## config.mk

```make
export PLATFORM = sky130hd
export DESIGN_NAME = lsu_dram_port
export DESIGN_NICKNAME = d
export VERILOG_FILES = /design/src/rtl/lsu_dram_port.sv
export SDC_FILE = /design/constraint.sdc
export NUM_CORES = 1
export LEC_CHECK = 0
export CAP_MARGIN = 20
export CORE_ASPECT_RATIO = 1.1
export CORE_MARGIN = 1
export CORE_UTILIZATION = 43
export CTS_CLUSTER_SIZE = 14
export DETAILED_ROUTE_END_ITERATION = 8
export GPL_TIMING_DRIVEN = 1
export MAX_ROUTING_LAYER = met4
export PLACE_DENSITY_LB_ADDON = 0.15
export SLEW_MARGIN = 30
export SYNTH_ARGS = -nofsm -noshare
export SYNTH_HDL_FRONTEND = slang
export SYNTH_SLANG_ARGS = --single-unit
```

## constraint.sdc

```tcl
create_clock -name clk -period 2.3 [get_ports clk]
set_input_delay 0.46 -clock clk [delete_from_list [all_inputs] [get_ports clk]]
set_output_delay 0.46 -clock clk [all_outputs]
set_load 0.05 [all_outputs]
```

## src/rtl/lsu_dram_port.sv

```systemverilog
// Load/store unit port onto a single-ported DRAM: IDLE -> ACCESS -> (WAIT) -> RESP handshake FSM.
// Optional macro LSU_MISALIGN_TRAP_EN rejects misaligned half/word accesses instead of truncating the offset.
module lsu_dram_port #(
    parameter int RD_LAT = 1
) (
    input  logic        clk,
    input  logic        rst,
    input  logic        req_valid,
    output logic        req_ready,
    input  logic        req_wen,
    input  logic [1:0]  req_size,
    input  logic        req_unsigned,
    input  logic [31:0] req_addr,
    input  logic [31:0] req_wdata,
    output logic        resp_valid,
    input  logic        resp_ready,
    output logic [31:0] resp_rdata,
    output logic        resp_err,
    output logic        dram_en,
    output logic        dram_wen,
    output logic [31:0] dram_addr,
    output logic [31:0] dram_wdata,
    output logic [31:0] dram_wmask,
    input  logic [31:0] dram_rdata
);

    typedef enum logic [1:0] {S_IDLE, S_ACCESS, S_WAIT, S_RESP} state_t;

    localparam logic [2:0] LAT_C = 3'(RD_LAT);

    state_t      r_state;
    logic        r_wen;
    logic [1:0]  r_size;
    logic        r_uns;
    logic [1:0]  r_off;
    logic [2:0]  r_cnt;
    logic        r_req_ready;
    logic        r_resp_valid;
    logic        r_resp_err;
    logic [31:0] r_resp_rdata;
    logic        r_dram_en;
    logic        r_dram_wen;
    logic [31:0] r_dram_addr;
    logic [31:0] r_dram_wdata;
    logic [31:0] r_dram_wmask;

    logic        w_misalign;
    logic        w_err;
    logic [31:0] w_wdata;
    logic [31:0] w_wmask;

    function automatic logic [31:0] f_load_align(input logic [31:0] word, input logic [1:0] size,
                                                 input logic uns, input logic [1:0] off);
        logic [7:0]  b;
        logic [15:0] h;
        logic [31:0] res;
        b = word[{off, 3'b000} +: 8];
        h = off[1] ? word[31:16] : word[15:0];
        case (size)
            2'd0:    res = {{24{~uns & b[7]}}, b};
            2'd1:    res = {{16{~uns & h[15]}}, h};
            default: res = word;
        endcase
        return res;
    endfunction

`ifdef LSU_MISALIGN_TRAP_EN
    assign w_misalign = ((req_size == 2'd1) && req_addr[0]) ||
                        ((req_size == 2'd2) && (req_addr[1:0] != 2'b00));
`else
    assign w_misalign = 1'b0;
`endif
    assign w_err = (req_size == 2'd3) || w_misalign;

    // Store lane replication and byte-enable mask, formed from the request as it is accepted.
    always_comb begin
        w_wdata = req_wdata;
        w_wmask = 32'hFFFF_FFFF;
        case (req_size)
            2'd0: begin
                w_wdata = {4{req_wdata[7:0]}};
                w_wmask = 32'h0000_00FF << {req_addr[1:0], 3'b000};
            end
            2'd1: begin
                w_wdata = {2{req_wdata[15:0]}};
                w_wmask = 32'h0000_FFFF << {req_addr[1], 4'b0000};
            end
            default: ;
        endcase
    end

    always_ff @(posedge clk or negedge rst) begin
        if (!rst) begin
            r_state      <= S_IDLE;
            r_wen        <= 1'b0;
            r_size       <= 2'd0;
            r_uns        <= 1'b0;
            r_off        <= 2'd0;
            r_cnt        <= 3'd0;
            r_req_ready  <= 1'b0;
            r_resp_valid <= 1'b0;
            r_resp_err   <= 1'b0;
            r_resp_rdata <= 32'd0;
            r_dram_en    <= 1'b0;
            r_dram_wen   <= 1'b0;
            r_dram_addr  <= 32'd0;
            r_dram_wdata <= 32'd0;
            r_dram_wmask <= 32'd0;
        end else begin
            case (r_state)
                S_IDLE: begin
                    if (req_valid && r_req_ready) begin
                        r_req_ready <= 1'b0;
                        r_wen       <= req_wen;
                        r_size      <= req_size;
                        r_uns       <= req_unsigned;
                        r_off       <= req_addr[1:0];
                        if (w_err) begin
                            r_state      <= S_RESP;
                            r_resp_valid <= 1'b1;
                            r_resp_err   <= 1'b1;
                            r_resp_rdata <= 32'd0;
                        end else begin
                            r_state      <= S_ACCESS;
                            r_dram_en    <= 1'b1;
                            r_dram_wen   <= req_wen;
                            r_dram_addr  <= {req_addr[31:2], 2'b00};
                            r_dram_wdata <= req_wen ? w_wdata : 32'd0;
                            r_dram_wmask <= req_wen ? w_wmask : 32'd0;
                        end
                    end else begin
                        r_req_ready <= 1'b1;
                    end
                end
                S_ACCESS: begin
                    r_dram_en    <= 1'b0;
                    r_dram_wen   <= 1'b0;
                    r_dram_addr  <= 32'd0;
                    r_dram_wdata <= 32'd0;
                    r_dram_wmask <= 32'd0;
                    if (r_wen) begin
                        r_state      <= S_RESP;
                        r_resp_valid <= 1'b1;
                        r_resp_err   <= 1'b0;
                        r_resp_rdata <= 32'd0;
                    end else begin
                        r_state <= S_WAIT;
                        r_cnt   <= 3'd1;
                    end
                end
                S_WAIT: begin
                    if (r_cnt == LAT_C) begin
                        r_state      <= S_RESP;
                        r_cnt        <= 3'd0;
                        r_resp_valid <= 1'b1;
                        r_resp_err   <= 1'b0;
                        r_resp_rdata <= f_load_align(dram_rdata, r_size, r_uns, r_off);
                    end else begin
                        r_cnt <= r_cnt + 3'd1;
                    end
                end
                S_RESP: begin
                    if (resp_ready) begin
                        r_state      <= S_IDLE;
                        r_resp_valid <= 1'b0;
                        r_resp_err   <= 1'b0;
                        r_resp_rdata <= 32'd0;
                        r_req_ready  <= 1'b1;
                    end
                end
                default: r_state <= S_IDLE;
            endcase
        end
    end

    assign req_ready  = r_req_ready;
    assign resp_valid = r_resp_valid;
    assign resp_err   = r_resp_err;
    assign resp_rdata = r_resp_rdata;
    assign dram_en    = r_dram_en;
    assign dram_wen   = r_dram_wen;
    assign dram_addr  = r_dram_addr;
    assign dram_wdata = r_dram_wdata;
    assign dram_wmask = r_dram_wmask;

endmodule

```

==> summary.txt <==
Timing
  • Post-route minimum period: 2.21 ns
  • Setup_tns: 0 ns
  • Hold WS: between 0.4 and 0.5 ns
  • Max Fclk: between 400 and 500 MHz
  • Worst Skew: between 0.006 and 0.007 ns
  • Final period util: 0.961
  • RSZ-0062 raised after global routing: no
  • Final hold viol count: 0
  • Slew margin rel.: 0.487
  • Worst-Margin Slew: approximately 0.77 ns
  • Slack of the critical path: roughly 0.09 ns
  • Max-slew violation count: 0
  • # setup viols final: 0

Placement
  • Detailed Place HPWL: approximately 12000 um
  • IO Port Bufs: between 200 and 250
  • GP Congestion: roughly 0.87
  • Placed cell count: ~870
  • Placed cell area: about 8100 um2
  • Pre-CTS setup slack: slightly above 0.01 ns

Pwr
  • P_leak: 3.78 nW
  • Power Total: between 10 and 15 mW
  • Worst VDD drop: between 0.9 and 1 mV
  • PwrDens: approximately 1700 nW/um2

Worst setup path
  • Kind of critical path: reg2out
  • Slowest stage delay, CP: ~0.86 ns
  • Slowest CP cell: clkdlybuf4s50_1
  • Crit Path Max Fanout: 9
  • Worst Path Required: 1.84 ns
  • Critical path endpoint category: output pin
  • Critical path buffers and inverters: 1
  • R2R setup slack: 0.19 ns
  • R2R Path End: dram_wdata[4]
  • R2R cell count: 6
  • Worst reg2reg startpoint: r_state[0]
  • Worst Path Arrival: between 1.5 and 2 ns
  • CP cell instances: clkdlybuf4s50_1
  • Top cell family by delay on the critical path: buffers and inverters
  • Crit start category: flop

Global routing
  • Vias in the first global route: approximately 5000
  • Global-route wire length before repair: approximately 27000 um
  • Pin count of the biggest net entering global routing: 57
  • Initial antenna violation count: 0
  • GRT Util Overall: 0.262
  • GR Overflow Total: 0

Detailed routing
  • DRC viols: 28
  • DRT Pass-1 Iters: 7
  • Vias per cell: 5.41
  • WL final: roughly 17000 um
  • WL per Instance: 18.6 um
  • Iteration-0 DRC Markers: slightly below 300
  • Via count: 4904
  • Antenna viol nets, final: 0

Outcome
  • Outcome: complete, but fails checks
  • Failing checks: DRC

Job
  • Max-cap viol count: 0

Worst hold path
  • HP Class: in2async

Floorplanning
  • Die H: between 100 and 150 um
  • I/O pins: 237
  • Starting Density: 0.444
  • Die Span X: around 110 um
  • Core Box Area: roughly 13000 um2
  • Rows: 43
  • Full die area: 13600 um2

Logic synthesis
  • Post-synth cell types: 45
  • Top cells by count, synth: 114 x dfrtp_1, 60 x nand2_1, 39 x a22o_1
  • Synth Warn #: 0
  • Mux share of post-synthesis cell area: 0.105
  • Post-Synth Simple-Gate Area: 0.104
  • Register area share after synthesis: 0.506
  • Largest area contributor in the netlist: dfrtp_1
  • Synth async-reset ratio: 1.00
  • Synth top area share: 0.506
  • Largest family of logic cells by synthesized area: compound AO/OA/AOI/OAI gates
  • Ys flop type: dfrtp_1
  • Cells after synthesis: 523
  • Number of enable flip-flop cells after synthesis: 0
  • Synthesized flop and latch total: 114
  • Syn_area_per_cell: about 11 um2
  • Most frequent cell after synthesis: dfrtp_1
  • Adder-cell share of the synthesized area: 0.0111
  • Compound-Gate Fraction of Synth Area: 0.191
  • Cell Area, Synth: between 5000 and 6000 um2
  • Post-Synth XOR/XNOR Area: 0.00155
  • Area contributors post-synth: dfrtp_1 51%, mux2i_1 6.7%, a22o_1 6.1%, buf_4 4.1%, a32o_1 4.1%

Cells and area
  • Filler cell count in the final layout: 999
  • Finished Cell Area: between 8000 and 9000 um2
  • Fin cells: around 910
  • # diodes: 0
  • Fin nets: roughly 850
  • Area Growth Syn to Fin: 54.1%
  • Util after Layout: 0.685
  • Share of cells above drive strength 1: 0.107

Clock network
  • Clk slew on worst S/H paths: roughly 0.050 ns
  • CTS tree: built
  • CTS buffer count: 17
  • CTS resizes: 0
  • CTS max path bufs: 2
  • Insertion delay to the later sink of the worst-skew pair: 0.41 ns
  • CTS H-tree lvls: 4
  • Clock tree sinks: ~110
  • CTS root buf: clkbuf_16
-- final cells by class --
cell class              count  area [um2]  share of cell area
flip-flops and latches    114        2850               0.328
repair buffers            259        2610               0.300
multi-input cells         328        2350               0.270
clock buffers              22         474              0.0545
well taps                 157         196              0.0226
clock inverters            10         155              0.0178
inverters                  17        63.8             0.00734
-- kinds of logic (layout without fill, tap and decap cells) --
| kind of cell | count (synthesis) | after routing |
|---|---|---|
| other cells | 1 | 2 |
| compound gates | 142 | 142 |
| flops | 114 | 114 |
| mux | 56 | 56 |
| buf+inv | 82 | 308 |
| fa+ha+maj | 5 | 5 |
| simple gates | 122 | 122 |
| xor+xnor | 1 | 1 |
-- power by group --
part	leakage (nW)	internal [mW]	switching (mW)
sequential	1.52	2.81	0.620
combinational	1.95	3.12	5.50
clock	0.306	1.89	0.908
total	3.78	7.82	7.03
-- metal layers --
metal | global-route usage | part of all wire | up-vias
met1 | 0.303 | 0.41 | 2413
met2 | 0.436 | 0.50 | 194
li1 | - | - | 2276
met3 | 0.0766 | 0.073 | 21
met5 | - | 0 | -
met4 | 0.0946 | 0.020 | 0
-- how the worst max path moves through the flow --
stage | startpoint | to | cells past startpoint
2_1_floorplan | r_state[0] | dram_wdata[31] | 8
3_3_place_gp | req_size[0] | dram_wdata[12] | 5
3_5_place_dp | req_size[0] | dram_wdata[9] | 5
4_1_cts | dram_wmask[30] | dram_wmask[28] | 1
5_1_grt | dram_wmask[15] | dram_wmask[12] | 1
6_report | dram_wmask[15] | dram_wmask[8] | 1
-- cells in the final DEF, fill, tap and decap left out, types with 10 or more instances in the layout --
cell,instances
o21ai_0,37
clkdlybuf4s50_1,233
nand2b_1,29
mux2_2,17
a22o_1,39
dfrtp_1,114
mux2i_1,38
nand2_1,60
a32o_1,23
inv_1,17
buf_4,19
nor2_1,10
a21oi_1,11
clkbuf_16,17
-- sequential cells by signal, summed over array words and instances, names as in the netlist, 2 cells and up --
signal	count
dram_addr	30
dram_wdata	32
r_cnt	3
r_size	2
r_off	2
r_state	2
dram_wmask	4
resp_rdata	32
-- timing repair --
action	CTS	global route
setup buffers	0	0
hold endpoints to repair	11	0
endpoints found under the setup margin	0	0
hold buffers	1	0
-- worst reg2reg max path: cells and delay by family, from the launching register on --
family / cells / cell delay [ns]
DFF: 1 / 0.44
AOI/OAI and AO/OA: 1 / 0.21
adders and majority gates: 1 / 0.31
and+or+nand+nor: 3 / 0.94
buffers and inverters: 1 / 0.14
(Power assumes the default switching activity.)
==> patch (config.mk and constraints unchanged) <==
Make the reset (`rst`) synchronous in one clocked block.
--- a/src/rtl/lsu_dram_port.sv
+++ b/src/rtl/lsu_dram_port.sv
@@ -89,7 +89,7 @@
         endcase
     end
 
-    always_ff @(posedge clk or negedge rst) begin
+    always_ff @(posedge clk) begin
         if (!rst) begin
             r_state      <= S_IDLE;
             r_wen        <= 1'b0;
Function: differs if rst is asserted again (counterexample within 4 cycles, from zero or initial values and one cycle with rst low); with rst held inactive, the same outputs for 4 cycles.
==> patch against the original RTL <==
Final area decreased by 6.2%. Wire length decreased by 6.7%. Setup slack improved by 0.011 ns. Register-to-register slack improved by 0.07 ns. Core utilization increased by 1.6 points. Count of clock-buffer cells in the layout decreased by 1. Sequential cell count unchanged. Sequential share of layout area decreased by 4.8 points. Area after synthesis decreased by 7.3%. Critical path type unchanged. Critical endpoint is now dram_wmask[16]. Largest cell class is now non-clock buffers.
Power is not compared: it rests on default switching activity, and its combinational part moved more than twofold at a synthesized area within 25%.
==> patch: results (changes against the original RTL) <==
worst_setup_path:
  worstReg2RegEnd: "dram_wdata[2]"  # was dram_wdata[4]
  path_max_fanout: 9  # unchanged
  crit_arrival_ns: 1.74
  slowest_delay_ns: 0.87
  critical_path.top_delay_family: "buffers and inverters"  # unchanged
  rrSetupSlack_ns: 0.26  # was 0.19 ns
  r2r_start: "r_state[0]"  # unchanged
  critPathSlowestCell: "clkdlybuf4s50_1"  # unchanged
  r2r_cells: 8  # was 6
  critPathLaunch: "dram_wmask[23]"  # was dram_wmask[15]
placed_design:
  dpl.hpwl_microns: 11300  # was 12300 microns
  preCtsSetupSlack_ns: -0.00357  # was 0.0102 ns
  place_congestion: 0.846  # was 0.867
  port_buffers: 234  # unchanged
  dpl_cell_area_sq_um: 7640  # was 8060 sq um
cells_and_area:
  antenna_cells: 0  # unchanged
  drive_gt1_frac: 0.102  # was 0.107
  fin_nets: 892  # was 846
clock_network:
  numCtsBuffers: 17  # unchanged
  htree_levels: 4  # unchanged
  clockBufferDepth: 2  # unchanged
  cts-root-buf: "clkbuf_16"  # unchanged
  path_clk_slew_ns: 0.05  # about the same
  clk_latency_ns: 0.40
  cts_setup_buffers: 0  # unchanged
timing:
  tightest_slew_ns: 0.698  # was 0.766 ns
  period_share: 0.956  # was 0.961
  fin_skew_ns: 0.00793  # was 0.00625 ns
  hold_ws_ns: 0.453  # about the same
logic_synthesis:
  async_flop_share: 0  # was 1.00
  synth_top_cells_by_count: "dfxtp_1 (114), nand2_1 (63), nor2_1 (60), a22oi_1 (49), clkbuf_1 (35)"  # was dfrtp_1 (114), nand2_1 (60), a22o_1 (39), mux2i_1 (38), o21ai_0 (37)
  ys_seq_area_frac: 0.436  # was 0.506
  netlist_top_cells_area: "dfxtp_1 (44%), a22oi_1 (7.0%), nand2_1 (4.5%)"  # was dfrtp_1 (51%), mux2i_1 (6.7%), a22o_1 (6.1%)
  synth.distinct_cells: 44  # was 45
  yosysWarnings: 0  # unchanged
global_route:
  grt_pass1_vias: 5052  # was 5149
  grt_use_total: 0.254  # was 0.262
  met1_usage: 0.302  # was 0.303
  grt_max_degree: 69  # was 57
  grt_pass1_wl_microns: 24700  # was 26700 microns
  grt.met3_usage: 0.0565  # was 0.0766
  grt_use_met2: 0.414  # was 0.436
  antenna_found_initial: 0  # unchanged
min_path:
  hold_class: "flip-flop to flip-flop"  # was input port to async pin
  min_to: "dram_wdata[24]"
  hold-path-cell-count: 2
  hold_start: "dram_wdata[24]"
power_and_ir_drop:
  leakage_nw: 3.02
  ir_drop_mv: 0.562
routing:
  wire_per_inst_microns: 16.7  # was 18.6 microns
  viasPerCell: 5.45  # was 5.41
  drtIter0Drc: 341  # was 294
  dr.pass1.iters: 7  # unchanged
status:
  status: "finished, final reports clean"  # was finished with violations
## patch: worst max path at each step
stage,endpoint
final,dram_wmask[16]
after global routing,dram_wmask[22]
after detailed placement,resp_rdata[23]
after floorplan,dram_wmask[7]
after CTS,dram_wmask[22]
after global placement,dram_wdata[30]
## patch: final cells by class
type	count	area [sq um]
fill	889	3490
multi-input combinational	384	2550
clock inverter	7	37.5
timing repair buffer	259	2610
tap	150	188
clock buffer	21	470
inverter	7	26.3
sequential	114	2280
## patch: kinds of logic (layout without fill, tap and decap cells)
| family | after synthesis | count (layout) | synth area share |
|---|---|---|---|
| compound gates | 162 | 162 | 0.233 |
| fa+ha+maj | 5 | 5 | 0.0120 |
| flops | 114 | 114 | 0.436 |
| other cells | 1 | 2 | 0.000717 |
| buf+inv | 82 | 294 | 0.0838 |
| simple gates | 178 | 178 | 0.156 |
| mux | 37 | 37 | 0.0775 |
## patch: power by group
part	switching [W]	total, W	internal [W]	leakage, nW
clock network	0.000847	0.00227	0.00142	0.256
registers	0.000174	0.00237	0.00220	0.922
logic	0.00174	0.00283	0.00109	1.85
## patch: metal layers
| metal | part of all wire | routed length (microns) |
|---|---|---|
| met5 | 0 | 0 |
| met4 | 0.019 | 301 |
| met3 | 0.077 | 1210 |
| met2 | 0.50 | 7800 |
| met1 | 0.41 | 6410 |
## patch: stage by stage
| step | cells | util |
|---|---|---|
| after global placement | 914 | 0.656 |
| after global routing | 942 | 0.701 |
| after detailed placement | 914 | 0.656 |
| final | 942 | 0.701 |
| after floorplan | 580 | - |
| after CTS | 942 | 0.700 |
## patch: repair_timing
| item | in CTS | in global routing |
|---|---|---|
| endpoints found under the setup margin | 0 | 16 |
| gates resized for setup | 0 | 1 |
| hold buffers | 0 | 0 |
| hold endpoints to repair | 0 | 0 |
